[src/rtl/forwarding_unit.sv]
// Operand-forwarding select and load-use stall unit for the 5-stage core.
// Tracks the EX and MEM destinations and registers the EX mux selects.
module forwarding_unit #(
    parameter int REG_ADDR_W = 4
) (
    input  logic                  clk,
    input  logic                  rst,
    input  logic                  id_valid,
    input  logic [REG_ADDR_W-1:0] id_rs1,
    input  logic [REG_ADDR_W-1:0] id_rs2,
    input  logic                  id_rs1_used,
    input  logic                  id_rs2_used,
    input  logic [REG_ADDR_W-1:0] id_rd,
    input  logic                  id_we,
    input  logic                  id_is_load,
    input  logic                  flush,
    input  logic                  mem_stall,
    output logic [2:0]            fwd_a_sel,
    output logic [2:0]            fwd_b_sel,
    output logic                  stall
);

    typedef struct packed {
        logic                  valid;
        logic [REG_ADDR_W-1:0] rd;
        logic                  we;
        logic                  is_load;
    } ex_slot_t;

    typedef struct packed {
        logic                  valid;
        logic [REG_ADDR_W-1:0] rd;
        logic                  we;
    } mem_slot_t;

    localparam logic [2:0] SEL_RF  = 3'b000;
    localparam logic [2:0] SEL_EXM = 3'b001;
    localparam logic [2:0] SEL_MWB = 3'b010;

    ex_slot_t  ex_q, ex_d;
    mem_slot_t mem_q, mem_d;
    logic [2:0] sel_a_q, sel_a_d;
    logic [2:0] sel_b_q, sel_b_d;

    logic rs1_ex, rs2_ex, rs1_mem, rs2_mem;
    logic accept;

    // R0 is hardwired zero, so a source of 0 never matches any producer
    always_comb begin
        rs1_ex  = id_rs1_used && (id_rs1 != '0) && ex_q.valid
                  && ex_q.we && (ex_q.rd == id_rs1);
        rs2_ex  = id_rs2_used && (id_rs2 != '0) && ex_q.valid
                  && ex_q.we && (ex_q.rd == id_rs2);
        rs1_mem = id_rs1_used && (id_rs1 != '0) && mem_q.valid
                  && mem_q.we && (mem_q.rd == id_rs1);
        rs2_mem = id_rs2_used && (id_rs2 != '0) && mem_q.valid
                  && mem_q.we && (mem_q.rd == id_rs2);
    end

    assign stall = id_valid && !flush && ex_q.valid && ex_q.is_load
                   && (rs1_ex || rs2_ex);

    assign accept = id_valid && !stall && !flush;

    always_comb begin
        mem_d   = '{valid: ex_q.valid, rd: ex_q.rd, we: ex_q.we};
        ex_d    = '0;
        sel_a_d = SEL_RF;
        sel_b_d = SEL_RF;
        if (accept) begin
            ex_d = '{valid: 1'b1, rd: id_rd, we: id_we,
                     is_load: id_is_load};
            // youngest producer (EX) takes priority over MEM
            if (rs1_ex)       sel_a_d = SEL_EXM;
            else if (rs1_mem) sel_a_d = SEL_MWB;
            if (rs2_ex)       sel_b_d = SEL_EXM;
            else if (rs2_mem) sel_b_d = SEL_MWB;
        end
    end

    always_ff @(posedge clk) begin
        if (!rst) begin
            ex_q    <= '0;
            mem_q   <= '0;
            sel_a_q <= SEL_RF;
            sel_b_q <= SEL_RF;
        end else if (!mem_stall) begin
            ex_q    <= ex_d;
            mem_q   <= mem_d;
            sel_a_q <= sel_a_d;
            sel_b_q <= sel_b_d;
        end
    end

    assign fwd_a_sel = sel_a_q;
    assign fwd_b_sel = sel_b_q;

endmodule
[config.mk]
export PLATFORM = sky130hd
export DESIGN_NAME = forwarding_unit
export DESIGN_NICKNAME = d
export VERILOG_FILES = /design/src/rtl/forwarding_unit.sv
export SDC_FILE = /design/constraint.sdc
export NUM_CORES = 1
export LEC_CHECK = 0
export BUFFER_PORTS_ARGS = -buffer_cell sky130_fd_sc_hd__buf_2
export CORE_UTILIZATION = 40
export CTS_CLUSTER_DIAMETER = 40
export DETAILED_ROUTE_END_ITERATION = 6
export SKIP_CTS_REPAIR_TIMING = 1
export SLEW_MARGIN = 30
export SYNTH_ARGS = -nofsm -noshare
export SYNTH_HDL_FRONTEND = slang
export SYNTH_SLANG_ARGS = --single-unit
export TNS_END_PERCENT = 20
[constraint.sdc]
create_clock -name clk -period 3.5 [get_ports clk]
set_clock_uncertainty 0.1 [all_clocks]
set_input_delay 0.7 -clock clk [delete_from_list [all_inputs] [get_ports clk]]
set_output_delay 0.7 -clock clk [all_outputs]
set_load 0.02 [all_outputs]
==> impl_results.md <==
* Crit Reg-Reg Startpoint: ex_q[6]$_SDFFE_PN0N_
* Crit share post-route at 77.4%
* GRT Max-Usage Layer: met2
* EDFF count, synth at 0
* RSZ-0062 raised after global routing: no
* Hold_sp: fwd_a_sel[1]$_SDFFE_PN0N_
* Nets at 148
* Pleak at 0.422 nW
* Die height at 50.8 um
* Die Footprint at 0.00258 sq mm
* Setup Viol. Count Final at 0
* Synthesized area at 952 sq um
* Register area share after synthesis at 35.7%
* Grt total ovfl at 0
* CP required at 2.70 ns
* Clk_lat worst skew at 0.29 ns
* Final hold slack at 0.380 ns
* Root buffer cell: clkbuf_4
* Crit path cell chain: buf_2, xor2_1, nor3_1, nand4_2, a21oi_4, buf_2
* Worst path arrival time at 1.91 ns
* Total number of vias at 810
* Simple-gate share of the synthesized area at 23.7%
* Pwr/cell area at 320 mW/mm^2
* CP Class: primary input to primary output
* Clock-pin transition on the worst setup and hold timing paths at 0.10 ns
* Reg2reg end: ex_q[2]$_SDFFE_PN0N_
* Routed wire length at 2000 um
* Fraction of layout instances using a drive strength above 1 at 27.8%
* Final Max Tran Viols at 0
* Worst hold path class: flip-flop to flip-flop
* DRT Pass-1 Iters at 4
* First-pass GRT wire length at 3330 um
* Upper clock frequency limit at 369 MHz
* Rows at 17
* Drt first-iter violations at 23
* GP Congestion at 0.823
* Synth-to-layout area growth at 16.3%
* Peak VDD IR at 196 uV
* Crit Path Max Fanout at 7
* Syn. warnings at 0
* Filler cells at 222
* H-tree lvl count at 1
* R2R cell count at 5
* Routed Antenna Nets at 0
* Final Hold Fails at 0
* CP endpoint kind: primary output
* Inserted Diodes at 0
* Hold Path End: fwd_a_sel[1]$_SDFFE_PN0N_
* Crit path launch type: primary input
* GRT met1 Usage at 23.0%
* XOR/XNOR Fraction of Synth Area at 14.7%
* Vias in the first global route at 761
* Mapped Cells at 103
* Clk buf depth at 2
* Initial antenna violation count at 0
* Post-synthesis compound-gate area fraction at 15.5%
* Input/output buffers at 25
* Netlist cell types at 27
* Ports at 28
* Synth async-reset ratio at 0%
* Critical-path top delay cell: a21oi_4
* Max_cap viols at 0
* TNS Setup at 0 ns
* Crit-path max cell delay at 0.29 ns
* Yosys reg bits at 17
* Core area at 0.00223 sq mm
* DRC viols at 0
* Largest net degree at the start of global routing at 24
* Final Critical Period at 2.71 ns
* Outcome: complete, no violations
* Die Width at 50.8 um
* DR WL/cell at 13.0 um
* Synth Flop Type: dfxtp_1
* CTS buffer count at 3
* Met3 usage at 3.03%
* Hold Path Depth at 2
* Synth Area in Adders at 0%
* TritonCTS clock tree: yes
* Mux contribution to synthesized area at 6.31%
* GRT Total Usage at 17.5%
* Avg Synthesized Cell Area at 9.24 sq um
* Largest family of logic cells by synthesized area: simple AND/OR/NAND/NOR gates
* Initial Util at 42.6%
* Via-per-instance ratio at 5.26
* Met2 usage at 26.2%
* Flop2flop setup slack at 1.89 ns
* Clock sink count at 17
* Most frequent cell on the critical path: buf_2
placed cells by master (no fill, tap or decap), types with 3 or more instances in the layout:
master	netlist	layout
buf_2	1	25
dfxtp_1	17	17
xnor2_1	14	14
nand2_1	12	12
nand3_1	7	7
o31ai_1	6	6
mux2i_1	6	6
nor2b_1	6	6
nor3_1	4	4
clkbuf_4	0	3
worst max-delay path, delay by kind of cell:
| kind | cells | cell delay (ns) |
|---|---|---|
| xor+xnor | 1 | 0.14 |
| buf+inv | 2 | 0.34 |
| compound gates | 1 | 0.29 |
| simple gates | 2 | 0.45 |
how the worst max path moves through the flow:
stage	start	endpoint	slack, ns	cells after the start
after floorplan	id_rs1[3]	stall	1.17	4
after global placement	id_rs1[3]	stall	0.82	6
after detailed placement	id_rs1[3]	stall	0.79	6
after CTS	id_rs1[3]	stall	0.78	6
after global routing	id_rs1[3]	stall	0.71	6
final	id_rs1[3]	stall	0.79	6
cell type report:
type	count	area [sq um]	area share, %
clock buffer	4	26.3	2.37
multi-input combinational	80	581	52.4
sequential	17	340	30.7
tap	28	35.0	3.16
timing repair buffer	25	125	11.3
registers in the layout (all words and copies together), names as in the netlist:
register	cells
fwd_b_sel	2
fwd_a_sel	2
ex_q	7
mem_q	6
cell usage after synthesis (2+ instances only):
library cell | instances | share of area (%)
nand4_1 | 2 | 1.3
nand3_1 | 7 | 3.7
nor2b_1 | 6 | 3.9
mux2i_1 | 6 | 6.3
xnor2_1 | 14 | 13
nor3_1 | 4 | 2.1
o211ai_1 | 2 | 1.6
o31ai_1 | 6 | 4.7
o41ai_2 | 2 | 3.4
clkbuf_1 | 4 | 1.6
nand4_2 | 2 | 2.6
o21ai_0 | 2 | 1.1
and2_1 | 2 | 1.3
xor2_1 | 2 | 1.8
dfxtp_1 | 17 | 36
nand2_1 | 12 | 4.7
a21boi_0 | 2 | 1.6
buf_4 | 2 | 1.6
cells by family (layout without fill, tap and decap cells):
kind of cell	after synthesis	in the layout
flops	17	17
buf+inv	7	29
other cells	1	2
compound gates	17	17
mux	6	6
xor+xnor	16	16
simple gates	39	39
per-layer routing:
| layer | up-vias | wire length, um |
|---|---|---|
| met4 | 0 | 31 |
| met1 | 370 | 952 |
| met5 | - | 0 |
| li1 | 413 | - |
| met3 | 4 | 108 |
| met2 | 23 | 905 |
where the power goes:
group	total (W)	switching, W	leakage, nW	internal [W]
registers	0.000200	0.00000346	0.137	0.000196
logic	0.0000508	0.0000272	0.269	0.0000236
clock network	0.000104	0.0000595	0.0150	0.0000443
total	0.000354	0.0000901	0.422	0.000264
metrics by stage:
stage / total power (W) / util (%) / cell area [sq um] / std cells / setup slack, ns
after floorplan: 0.000236 / - / 956 / 104 / 1.17
after global placement: 0.000254 / 48.4 / 1080 / 150 / 0.821
after detailed placement: 0.000255 / 48.4 / 1080 / 150 / 0.787
after CTS: 0.000357 / 49.6 / 1110 / 154 / 0.784
after global routing: 0.000376 / 49.6 / 1110 / 154 / 0.708
final: 0.000354 / 49.6 / 1110 / 154 / 0.791
No activity file was read; power rests on OpenSTA's default activity.
